<file path="config.mk">
export PLATFORM = sky130hd
export DESIGN_NAME = uart_frame_parser
export DESIGN_NICKNAME = d
export VERILOG_FILES = /design/src/rtl/uart_pkg.sv /design/src/rtl/edge_strobe.sv /design/src/rtl/uart_frame_parser.sv
export SDC_FILE = /design/constraint.sdc
export NUM_CORES = 1
export LEC_CHECK = 0
export CAP_MARGIN = 20
export CORE_UTILIZATION = 25
export DETAILED_ROUTE_END_ITERATION = 10
export PLACE_DENSITY = 0.42
export SKIP_CTS_REPAIR_TIMING = 1
export SLEW_MARGIN = 20
export SYNTH_ARGS = -nofsm -noshare
export SYNTH_HDL_FRONTEND = slang
export SYNTH_SLANG_ARGS = --single-unit
</file>
<file path="constraint.sdc">
create_clock -name clock -period 2.1 [get_ports clock]
set_input_delay 0.21 -clock clock [delete_from_list [all_inputs] [get_ports clock]]
set_output_delay 0.21 -clock clock [all_outputs]
set_load 0.05 [all_outputs]
</file>
<file path="src/rtl/uart_pkg.sv">
// Shared UART-side definitions: frame parser state encoding and serial-link constants.
package uart_pkg;

    typedef enum logic [2:0] {
        IDLE,
        OP,
        ADDR,
        DATA,
        CSUM
    } frame_state_e;

    localparam logic [7:0]  DEFAULT_SOF_BYTE       = 8'h7E;
    localparam int unsigned UART_CLOCK_BIT         = 434;
    localparam int unsigned FRAME_LEN              = 5;
    localparam int unsigned DEFAULT_TIMEOUT_CYCLES = 8680;
    localparam int unsigned TIMEOUT_CNT_W          = 14;

endpackage

</file>
<file path="src/rtl/edge_strobe.sv">
// Registered rising-edge detector: one-cycle pulse per low-to-high transition of level_i.
module edge_strobe (
    input  logic clock,
    input  logic reset,
    input  logic level_i,
    output logic pulse_o
);

    logic level_q;

    // NOTE: state uses <= so every flop samples pre-edge values; level_q resets high so a
    // level already asserted when reset releases is not mistaken for a fresh edge.
    always_ff @(posedge clock) begin
        if (reset) begin
            level_q <= 1'b1;
        end else begin
            level_q <= level_i;
        end
    end

    assign pulse_o = level_i & ~level_q;

endmodule

</file>
<file path="src/rtl/uart_frame_parser.sv">
// Assembles SOF/op/addr/data/XOR-checksum frames from uart_rx bytes into a valid/ready command.
// Inter-byte timeout is compiled in only when UART_FRAME_PARSER_TIMEOUT_EN is defined.
module uart_frame_parser
    import uart_pkg::*;
#(
    parameter logic [7:0] SOF_BYTE = DEFAULT_SOF_BYTE
`ifdef UART_FRAME_PARSER_TIMEOUT_EN
    ,
    parameter int unsigned TIMEOUT_CYCLES = DEFAULT_TIMEOUT_CYCLES
`endif
) (
    input  logic       clock,
    input  logic       reset,
    input  logic [7:0] rx_data,
    input  logic       rx_done,
    output logic       cmd_valid,
    input  logic       cmd_ready,
    output logic [7:0] cmd_op,
    output logic [7:0] cmd_addr,
    output logic [7:0] cmd_data,
    output logic       err_csum,
    output logic       err_overrun,
    output logic       err_timeout
);

    frame_state_e state_q, state_d;
    logic [7:0]   op_s_q, op_s_d;
    logic [7:0]   addr_s_q, addr_s_d;
    logic [7:0]   data_s_q, data_s_d;
    logic         cmd_valid_q, cmd_valid_d;
    logic [7:0]   cmd_op_q, cmd_op_d;
    logic [7:0]   cmd_addr_q, cmd_addr_d;
    logic [7:0]   cmd_data_q, cmd_data_d;
    logic         err_csum_q, err_csum_d;
    logic         err_overrun_q, err_overrun_d;
    logic         err_timeout_q, err_timeout_d;
    logic         byte_stb;
    logic         csum_ok;
    logic         timeout_hit;

    edge_strobe u_rx_done_edge (
        .clock   (clock),
        .reset   (reset),
        .level_i (rx_done),
        .pulse_o (byte_stb)
    );

    assign csum_ok = (rx_data == (op_s_q ^ addr_s_q ^ data_s_q));

`ifdef UART_FRAME_PARSER_TIMEOUT_EN
    localparam logic [TIMEOUT_CNT_W-1:0] TIMEOUT_LIMIT = TIMEOUT_CNT_W'(TIMEOUT_CYCLES);

    logic [TIMEOUT_CNT_W-1:0] to_cnt_q, to_cnt_d;

    always_comb begin
        to_cnt_d = to_cnt_q;
        if (byte_stb || (state_q == IDLE)) begin
            to_cnt_d = '0;
        end else if (to_cnt_q != '1) begin
            to_cnt_d = to_cnt_q + TIMEOUT_CNT_W'(1);
        end
    end

    always_ff @(posedge clock) begin
        if (reset) begin
            to_cnt_q <= '0;
        end else begin
            to_cnt_q <= to_cnt_d;
        end
    end

    assign timeout_hit = (state_q != IDLE) && (to_cnt_q == TIMEOUT_LIMIT);
`else
    assign timeout_hit = 1'b0;
`endif

    // NOTE: every _d gets its hold value first so no path through the case infers a latch.
    always_comb begin
        state_d       = state_q;
        op_s_d        = op_s_q;
        addr_s_d      = addr_s_q;
        data_s_d      = data_s_q;
        cmd_valid_d   = cmd_valid_q & ~cmd_ready;
        cmd_op_d      = cmd_op_q;
        cmd_addr_d    = cmd_addr_q;
        cmd_data_d    = cmd_data_q;
        err_csum_d    = 1'b0;
        err_overrun_d = 1'b0;
        err_timeout_d = 1'b0;

        if (timeout_hit) begin
            // A strobe landing on the timeout cycle is discarded with the partial frame.
            state_d       = IDLE;
            err_timeout_d = 1'b1;
        end else if (byte_stb) begin
            case (state_q)
                IDLE: begin
                    if (rx_data == SOF_BYTE) begin
                        state_d = OP;
                    end
                end
                OP: begin
                    op_s_d  = rx_data;
                    state_d = ADDR;
                end
                ADDR: begin
                    addr_s_d = rx_data;
                    state_d  = DATA;
                end
                DATA: begin
                    data_s_d = rx_data;
                    state_d  = CSUM;
                end
                CSUM: begin
                    state_d = IDLE;
                    if (!csum_ok) begin
                        err_csum_d = 1'b1;
                    end else if (cmd_valid_q && !cmd_ready) begin
                        err_overrun_d = 1'b1;
                    end else begin
                        cmd_valid_d = 1'b1;
                        cmd_op_d    = op_s_q;
                        cmd_addr_d  = addr_s_q;
                        cmd_data_d  = data_s_q;
                    end
                end
                default: state_d = IDLE;
            endcase
        end
    end

    always_ff @(posedge clock) begin
        if (reset) begin
            state_q       <= IDLE;
            op_s_q        <= '0;
            addr_s_q      <= '0;
            data_s_q      <= '0;
            cmd_valid_q   <= 1'b0;
            cmd_op_q      <= '0;
            cmd_addr_q    <= '0;
            cmd_data_q    <= '0;
            err_csum_q    <= 1'b0;
            err_overrun_q <= 1'b0;
            err_timeout_q <= 1'b0;
        end else begin
            state_q       <= state_d;
            op_s_q        <= op_s_d;
            addr_s_q      <= addr_s_d;
            data_s_q      <= data_s_d;
            cmd_valid_q   <= cmd_valid_d;
            cmd_op_q      <= cmd_op_d;
            cmd_addr_q    <= cmd_addr_d;
            cmd_data_q    <= cmd_data_d;
            err_csum_q    <= err_csum_d;
            err_overrun_q <= err_overrun_d;
            err_timeout_q <= err_timeout_d;
        end
    end

    assign cmd_valid   = cmd_valid_q;
    assign cmd_op      = cmd_op_q;
    assign cmd_addr    = cmd_addr_q;
    assign cmd_data    = cmd_data_q;
    assign err_csum    = err_csum_q;
    assign err_overrun = err_overrun_q;
    assign err_timeout = err_timeout_q;

endmodule

</file>
# ---- Yosys cells after proc, flatten, opt, wreduce, memory -nomap -nowiden
# Cells that the tools add are included.
dict set report totals {
  ram_bits 0
  reg_bits 55
  romBits 0
  input_bits 12
  wordCells 46
  output_inout_bits 28
  n_memories 0
  latchBits 0
}
dict set report classes {
  bitwise_logic 10
  n_addsub 0
  order_cmp 0
  div 0
  n_shift 0
  n_mux 8
  n_eq_ne 7
  reduce_logical 10
  mul 0
}
# operator n
set op_table {}
lappend op_table {{8-bit XOR} 2}
lappend op_table {{3-bit one-hot mux with 4 select lines} 1}
lappend op_table {{8-bit by 7-bit == test with 1-bit output (second input constant)} 1}
lappend op_table {{8-bit == test} 1}
lappend op_table {{2-bit AND reduction} 4}
lappend op_table {{3-bit by 2-bit == test with 1-bit output (second input constant)} 2}
lappend op_table {{1-bit two-way mux} 6}
lappend op_table {{1-bit inverter} 6}
lappend op_table {{4-bit AND reduction} 1}
lappend op_table {{4-bit OR reduction} 1}
lappend op_table {{3-bit by 1-bit == test with 1-bit output (second input constant)} 1}
lappend op_table {{3-bit == test (second input constant)} 1}
lappend op_table {{3-bit logical NOT} 1}
lappend op_table {{3-bit two-way mux} 1}
lappend op_table {{3-bit OR reduction} 1}
lappend op_table {{1-bit AND} 2}
lappend op_table {{2-bit != test (second input constant)} 1}
lappend op_table {{1-bit logical AND} 1}
lappend op_table {{1-bit logical NOT} 1}

# ---- Longest topological paths before layout
# Gate-level depths: netlist (run 1).
dict set report depth {
  depth_word 6
  mapped_depth 6
  mapped_depth_nobuf 5
}

# ---- Cells and area by module
# Synthesis (run 1) repeated with hierarchy kept, for this count alone.
dict set report hier_totals {
  hier_cells 262
  area_unflattened_um2 2447.3
}
# mod cells_per_inst instances seq_area_each_um2 area_each_um2
set modules_own_cells {}
lappend modules_own_cells {uart_frame_parser 259 1 1081.0 2414.8}
lappend modules_own_cells {edge_strobe 3 1 20.0 32.5}

# ---- Worst setup path before layout (run 1)
# OpenSTA, ideal clock, no wires.
dict set report synth_timing {
  path_type {register to register}
  from {register u_rx_done_edge.level_q}
  to {register cmd_addr_q[0] (netlist: cmd_addr[0])}
  stages_incl_launch_ff 6
  path_slack_ps 353
  required_time_ps 1980
  setup_ps 120
  t_arrival_ps 1627
  path_buffers 1
  synth_period_minus_slack_ps 1747
  path_cell_list {dfxtp_1 nand2b_1 nor4b_1 nand4_4 buf_6 mux2i_1}
}
dict set report synth_via {
  elab_chain_cells 3
}
# element line_no
set synth_lines {}
lappend synth_lines {{start, declared} edge_strobe.sv:9} ;# logic level_q;
lappend synth_lines {{start signal, assigned} edge_strobe.sv:17} ;# level_q <= level_i;
lappend synth_lines {{1-bit inverter} edge_strobe.sv:21} ;# assign pulse_o = level_i & ~level_q;
lappend synth_lines {{1-bit AND} edge_strobe.sv:21}
lappend synth_lines {{4-bit AND reduction (no source line)} -}
lappend synth_lines {{end signal, assigned} uart_frame_parser.sv:152} ;# cmd_addr_q <= cmd_addr_d;
lappend synth_lines {{end, declared} uart_frame_parser.sv:32} ;# logic [7:0] cmd_addr_q, cmd_addr_d;
# Every way passes these cells.
# A chain may end at the register's enable or synchronous reset.

# ---- Final worst setup path (run 1)
dict set report layout_timing {
  from {input rx_data[2]}
  to {register cmd_addr_q[3] (netlist: cmd_addr[3])}
}
dict set report layout_via {
  elab_chain_cells 2
}
# element line_no
set layout_lines {}
lappend layout_lines {{start, declared} uart_frame_parser.sv:14} ;# input logic [7:0] rx_data,
lappend layout_lines {{8-bit == test} uart_frame_parser.sv:48} ;# assign csum_ok = (rx_data == (op_s_q ^ addr_s_q ^ data_s_q));
lappend layout_lines {{4-bit AND reduction (no source line)} -}
# Every way passes these cells.

==> impl_metrics.yaml, run 1 <==
outcome:
  status: "completed"
placement:
  numPortBuffers: 38
  post-place-ws_ps: -41.46
  place_congestion: 0.7361
  placed_cells: 415
  hpwl_mm: 3.859
worst_setup_path:
  reg2reg_depth: 7
  r2r-start: "data_s_q[2]"
  critical_path.endpoint_type: "flop"
  crit_arrival_ps: 1990
  regToRegSetupSlack_ps: 370
  worstPathCellList: "clkdlybuf4s50_1 -> xor2_1 -> xnor2_1 -> nor4_2 -> buf_4 -> nand4_4 -> buf_12 -> mux2i_1"
  crit_start: "rx_data[2]"
  critPathLaunchType: "primary input"
  cp_slowest_cell: "clkdlybuf4s50_1"
  critPathMaxStageDelay_ps: 510
  critical_path_required_ps: 2290
  critPathMaxFanout: 14
  crit_type: "in2reg"
timing:
  post-route-period-util_pct: 85.38
  worst_hold_slack_ps: 342.3
  setup_tns_ps: 0
  final_hold_viol_count: 0
  relSlewSlack_pct: 66.55
  fmax_mhz: 557.8
  fin_skew_ps: 8.120
  setup_violations: 0
  rsz0062_at_grt: "false"
  worstMarginPinSlew_ps: 500.2
  fin_ws_ps: 307.1
  drv_slew: 0
  min_period_ps: 1793
synthesis:
  synth_area_leaders: "dfxtp_1, mux2i_1, nand2b_1"
  synth_area_leader_cell: "dfxtp_1"
  ys_seq_elements: 55
  netlist_area_um2: 2451
  avgSynthCellArea_um2: 10.05
  synth_top_cell_area_share_pct: 44.92
  yosysUniqueCellTypes: 22
  synthCells: 244
  ys_seq_area_share_pct: 44.92
  synth_nets: 256
  ys.warnings.count: 0
run:
  maxCapViolCount: 0
detailed_routing:
  viasPerCell: 4.143
  first_pass_iters: 4
  postRouteAntennaNets: 0
  drt-wirelength-per-cell_um: 12.71
  vias: 1744
  route.detailed.drc: 0
  wl_mm: 5.349
  drt_iter0_drc: 38
finish:
  multi_input_area_um2: 1275
  layout-area-overhead-vs-synth_pct: 29.15
  drive_gt1_share_pct: 9.932
  fill_cells: 1016
  layout.area.seq_um2: 1101
  finalNetCount: 305
  n_antenna_cell: 0
  final_util_pct: 33.78
  final_cells: 421
die:
  die_y_um: 101.0
  initial_core_util_pct: 26.15
  core_area_um2: 9371
  io_pins: 40
  rows: 35
  die_w_um: 101.0
  die_area_um2: 10200
min_path:
  min_path_cells: 2
  hold_start: "reset"
  worstHoldPathType: "in2reg"
global_routing:
  track_usage_pct: 11.30
  grt_max_degree: 31
  antenna_found_initial: 0
  grt_pass1_vias: 1749
  grt_pass1_wl_mm: 8.783
  grt_overflow: 0
clocking:
  cts_root_buf: "clkbuf_8"
  cts_inserted_buffers: 5
  cts_buffer_depth: 2
  tritoncts: "built"
  clock_sinks: 55
  clock_latency_ps: 300
  path_clk_slew_ps: 90
  h-tree-depth: 2
power_and_ir_drop:
  vdd_ir_drop_max_uv: 266.4
  powerDensity_nw_per_um2: 538.9
  leakagePower_nw: 1.333
## synth_stat cells (all sizes together)
cell	instances
conb	1
xnor2	16
dfxtp	55
mux2i	48
nor3b	1
nand4b	2
nor2	27
a21oi	5
or2	1
nand2	3
nand4	1
buf	3
nor4b	1
o21ai	2
nand2b	51
clkbuf	12
xor2	8
nand3	2
nor4	2
nor3	2
nand3b	1
## layout by cell type, fill, tap and decap left out
| master | instances |
|---|---|
| nand2b_1 | 51 |
| nor4b_1 | 1 |
| nor3_1 | 2 |
| nand4b_1 | 2 |
| clkbuf_1 | 1 |
| nand2_1 | 3 |
| nor4_2 | 2 |
| buf_12 | 3 |
| xnor2_1 | 16 |
| nand3_1 | 2 |
| a21oi_1 | 5 |
| buf_2 | 1 |
| nor3b_1 | 1 |
| nand3b_1 | 1 |
| mux2i_1 | 48 |
| xor2_1 | 8 |
| clkbuf_8 | 5 |
| nand4_4 | 1 |
| dfxtp_1 | 55 |
| or2_2 | 1 |
| nor2_1 | 27 |
| buf_4 | 16 |
| o21ai_0 | 2 |
| conb_1 | 1 |
| clkdlybuf4s50_1 | 37 |
## flip-flops by register name, indices dropped and copies added (netlist names)
signal and cells:
u_rx_done_edge.level_q 1, cmd_valid 1, cmd_op 8, addr_s_q 8
err_csum 1, data_s_q 8, state_q 3, op_s_q 8
cmd_addr 8, cmd_data 8, err_overrun 1
## critical path: cells and delay by family
| kind | cells | cell delay (ps) |
|---|---|---|
| muxes | 1 | 120 |
| xor gates and xnor gates | 2 | 330 |
| and+or+nand+nor | 2 | 420 |
| buffers and inverters | 3 | 900 |
## stage by stage
| step | power (mW) | cell area, µm² |
|---|---|---|
| after global routing | 1.785 | 3166 |
| after CTS | 1.749 | 3166 |
| final | 1.706 | 3166 |
| after global placement | 1.183 | 3093 |
| after detailed placement | 1.182 | 3093 |
| after floorplan | 1.124 | 2451 |
## cells by family (layout without fill, tap and decap cells)
group	count (synthesis)	count (layout)	share of synthesized area, %
buffers and inverters	15	63	3.063
xor gates and xnor gates	24	24	8.576
other	1	1	0.1530
and+or+nand+nor	94	94	22.26
muxes	48	48	19.60
AOI/OAI and AO/OA	7	7	1.429
DFF	55	55	44.92
## worst paths after layout
kind                                    end
worst max register to register  cmd_addr[3]
worst min-delay path            data_s_q[3]
worst min register to register  cmd_data[3]
worst max-delay path            cmd_addr[3]
## where the power goes
part / switching, mW / internal, mW
Combinational: 0.0529 / 0.0593
Sequential: 0.000443 / 1.04
Clock: 0.327 / 0.224
Total: 0.380 / 1.33
## final cells by class
cell class | instances | area share (%)
Multi-Input combinational cell | 174 | 40.28
Timing Repair Buffer | 57 | 17.55
Clock buffer | 6 | 2.292
Tap cell | 129 | 5.099
Sequential cell | 55 | 34.78
## per-layer routing
metal	global-route usage [%]	share of wire (%)
met5	0	0
met4	3.010	0.75
met2	18.18	46
met3	2.358	3.0
met1	15.30	51
No activity file was read; power rests on OpenSTA's default activity.
==> run 2: changes to the inputs <==
SETUP_SLACK_MARGIN = 0.2   (was not set)
==> impl_metrics.yaml, run 2 (same netlist as run 1, synthesis figures left out) <==
power_and_ir_drop:
  powerDensity_nw_per_um2: 537.9
  vdd_ir_drop_max_uv: 266.4
  leakagePower_nw: 1.334
finish:
  layout-area-overhead-vs-synth_pct: 29.45
  n_antenna_cell: 0
  mostFrequentLayoutCell: "dfxtp_1"
  layout_common_cells: "dfxtp_1, nand2b_1, mux2i_1"
  fill_cells: 1018
  post-route-cell-area_um2: 3173
  drive_gt1_share_pct: 10.27
  final_util_pct: 33.86
  finalNetCount: 305
timing:
  fin_ws_ps: 331.2
  post-route-period-util_pct: 84.23
  relSlewSlack_pct: 66.55
  fin_skew_ps: 8.120
  drv_slew: 0
  min_period_ps: 1769
  setup_violations: 0
  setup_tns_ps: 0
  final_hold_viol_count: 0
  fmax_mhz: 565.4
  rsz0062_at_grt: "false"
  worstMarginPinSlew_ps: 500.2
detailed_routing:
  postRouteAntennaNets: 0
  drt_iter0_drc: 38
  first_pass_iters: 4
  viasPerCell: 4.147
  vias: 1746
  drt-wirelength-per-cell_um: 12.70
  wl_mm: 5.347
  route.detailed.drc: 0
worst_setup_path:
  critical_path.endpoint_type: "flop"
  critPathMaxFanout: 14
  worstPathCellList: "clkdlybuf4s50_1 -> xor2_2 -> xnor2_1 -> nor4_2 -> buf_4 -> nand4_4 -> buf_12 -> mux2i_1"
  critPathMaxStageDelay_ps: 540
  critPathLaunchType: "primary input"
  crit_type: "in2reg"
  cp_slowest_cell: "clkdlybuf4s50_1"
  crit_arrival_ps: 1960
  regToRegSetupSlack_ps: 380
  critical_path_required_ps: 2290
die:
  die_w_um: 101.0
  initial_core_util_pct: 26.15
  rows: 35
  die_area_um2: 10200
  die_y_um: 101.0
  io_pins: 40
  core_area_um2: 9371
global_routing:
  antenna_found_initial: 0
  grt_overflow: 0
  grt_pass1_vias: 1749
  grt_max_degree: 31
  track_usage_pct: 11.30
  grt_pass1_wl_mm: 8.783
clocking:
  clock_latency_ps: 300
  cts_root_buf: "clkbuf_8"
  tritoncts: "built"
  h-tree-depth: 2
  cts_buffer_depth: 2
  clock_sinks: 55
  path_clk_slew_ps: 90
  cts_inserted_buffers: 5
run:
  maxCapViolCount: 0
placement:
  hpwl_mm: 3.859
  post-place-ws_ps: -41.46
  place_congestion: 0.7361
  place_area_um2: 3093
  numPortBuffers: 38
outcome:
  status: "completed"
min_path:
  worstHoldPathType: "in2reg"
[run 2: changes by cell type in the layout (fill, tap and decap cells not counted)]
| cell | before | now |
|---|---|---|
| xor2_1 | 8 | 7 |
| xor2_2 | 0 | 1 |
[run 2: cell type report]
class	count	area, µm²	area share [%]
Sequential cell	55	1101	34.70
Multi-Input combinational cell	174	1282	40.42
Timing Repair Buffer	57	555.5	17.51
Tap cell	129	161.4	5.087
Clock buffer	6	72.57	2.287
[run 2: power breakdown]
group	total, mW	switching, mW	internal [mW]
registers	1.04	0.000443	1.04
logic	0.113	0.0530	0.0595
clock network	0.551	0.327	0.224
[run 2: worst max-delay path: cells and delay by family]
family,cells,cell delay [ps]
simple gates,2,420
xor+xnor,2,280
mux,1,120
buf+inv,3,930
[run 2: stage by stage]
stage / cells / power, mW / hold slack (ps)
after floorplan: 244 / 1.124 / 316.6
after global placement: 415 / 1.183 / 464.7
after detailed placement: 415 / 1.182 / 467.9
after CTS: 421 / 1.749 / 343.2
after global routing: 421 / 1.786 / 412.6
final: 421 / 1.707 / 342.0
[run 2: path summary, 6_finish.rpt]
| path | startpoint | end | cells past startpoint |
|---|---|---|---|
| max reg2reg | data_s_q[2] | cmd_addr[3] | 7 |
| min | reset | data_s_q[3] | 2 |
| max | rx_data[2] | cmd_addr[3] | 8 |
| min reg2reg | cmd_data[3] | cmd_data[3] | 2 |
[run 2: routing by layer]
| metal | vias up | routed length, µm | global-route usage [%] |
|---|---|---|---|
| li1 | 887 | - | - |
| met1 | 828 | 2705 | 15.30 |
| met3 | 4 | 163 | 2.358 |
| met5 | - | 0 | 0 |
| met2 | 27 | 2438 | 18.18 |
| met4 | 0 | 40 | 3.010 |
==> run 3: changes to the inputs <==
clock period = 1.8 ns   (was 2.1 ns; I/O delays follow)
==> impl_metrics.yaml, run 3 (same netlist as run 1, synthesis figures left out) <==
outcome:
  status: "completed"
placement:
  numPortBuffers: 38
  place_congestion: 0.7278
  place_area_um2: 3127
  hpwl_mm: 3.920
timing:
  setup_tns_ps: 0
  drv_slew: 0
  worstMarginPinSlew_ps: 521.0
  relSlewSlack_pct: 65.21
  fmax_mhz: 596.1
  fin_skew_ps: 5.501
  min_period_ps: 1677
  setup_violations: 0
  final_hold_viol_count: 0
  post-route-period-util_pct: 93.19
  rsz0062_at_grt: "true"
die:
  die_area_um2: 10200
  die_y_um: 101.0
  core_area_um2: 9371
  io_pins: 40
  rows: 35
  die_w_um: 101.0
  initial_core_util_pct: 26.15
global_routing:
  grt_pass1_vias: 1753
  grt_max_degree: 46
  grt_pass1_wl_mm: 8.873
  track_usage_pct: 11.53
  grt_overflow: 0
  antenna_found_initial: 0
run:
  maxCapViolCount: 0
finish:
  post-route-cell-area_um2: 3326
  drive_gt1_share_pct: 15.67
  finalNetCount: 311
  layout_common_cells: "nand2b_1, dfxtp_1, mux2i_1"
  layout-area-overhead-vs-synth_pct: 35.68
  final_util_pct: 35.49
  n_antenna_cell: 0
worst_setup_path:
  crit_type: "reg2reg"
  crit_arrival_ps: 1870
  critPathLaunchType: "flop"
  critical_path_required_ps: 1990
  critical_path.endpoint_type: "flop"
  critPathMaxFanout: 24
clocking:
  clock_latency_ps: 300
  tritoncts: "built"
  cts_buffer_depth: 2
  clock_sinks: 55
  h-tree-depth: 2
  cts_root_buf: "clkbuf_8"
  cts_inserted_buffers: 5
  path_clk_slew_ps: 100
detailed_routing:
  first_pass_iters: 4
  route.detailed.drc: 0
  vias: 1740
  drt_iter0_drc: 55
  wl_mm: 5.524
  viasPerCell: 4.056
  drt-wirelength-per-cell_um: 12.88
  postRouteAntennaNets: 0
min_path:
  worstHoldPathType: "in2reg"
power_and_ir_drop:
  finalPower_mw: 2.028
  leakagePower_nw: 1.877
  vdd_ir_drop_max_uv: 310.3
  powerDensity_nw_per_um2: 609.9
-- run 3: cell types whose count changed in the layout (fill, tap and decap cells not counted), moves of 2 or more --
cell	delta
dfxtp_1	-4
dfxtp_2	+4
buf_4	+7
xor2_2	+2
xnor2_1	-2
xor2_1	-2
dlymetal6s2s_1	+27
clkdlybuf4s50_1	-27
xnor2_2	+2
-- run 3: cell type report --
cell class / instances / area [µm²]
well taps: 129 / 161.4
flip-flops and latches: 55 / 1106
clock inverters: 1 / 5.005
repair buffers: 63 / 655.6
fillers: 970 / 6046
multi-input cells: 174 / 1321
clock buffers: 7 / 76.32
-- run 3: routing by layer --
layer	share of wire, %	vias to the layer above	GRT usage, %
met2	49	23	19.13
met5	0	-	0
met4	0.69	0	3.679
li1	-	904	-
met1	48	811	14.76
met3	2.8	2	2.705
-- run 3: worst max-delay path, cell delays in order, from the launching register on --
cell,delay [ps]
dfxtp_1,410
xor2_1,190
xnor2_1,110
nor4_2,240
buf_4,160
nand4_4,100
buf_12,200
mux2i_1,140
-- run 3: final timing paths --
check,from,slack [ps],endpoint,cells past startpoint
max reg2reg,data_s_q[6],120,cmd_op[4],7
max,data_s_q[6],120,cmd_op[4],7
min reg2reg,cmd_op[0],480,cmd_op[0],2
min,reset,300,addr_s_q[2],2
-- run 3: power breakdown --
part / switching (mW) / total [mW] / internal [mW]
clock: 0.398 / 0.672 / 0.275
combinational: 0.0638 / 0.139 / 0.0750
sequential: 0.000457 / 1.22 / 1.22
total: 0.462 / 2.03 / 1.57
-- run 3: per-stage QoR --
stage               setup WS, ps  cells  hold WS [ps]
finish                     122.5    429         298.9
global route               6.132    429         312.6
CTS                        48.51    428         298.2
detailed placement        -250.6    420         464.9
global placement          -226.8    420         466.3
floorplan                  121.2    244         286.6
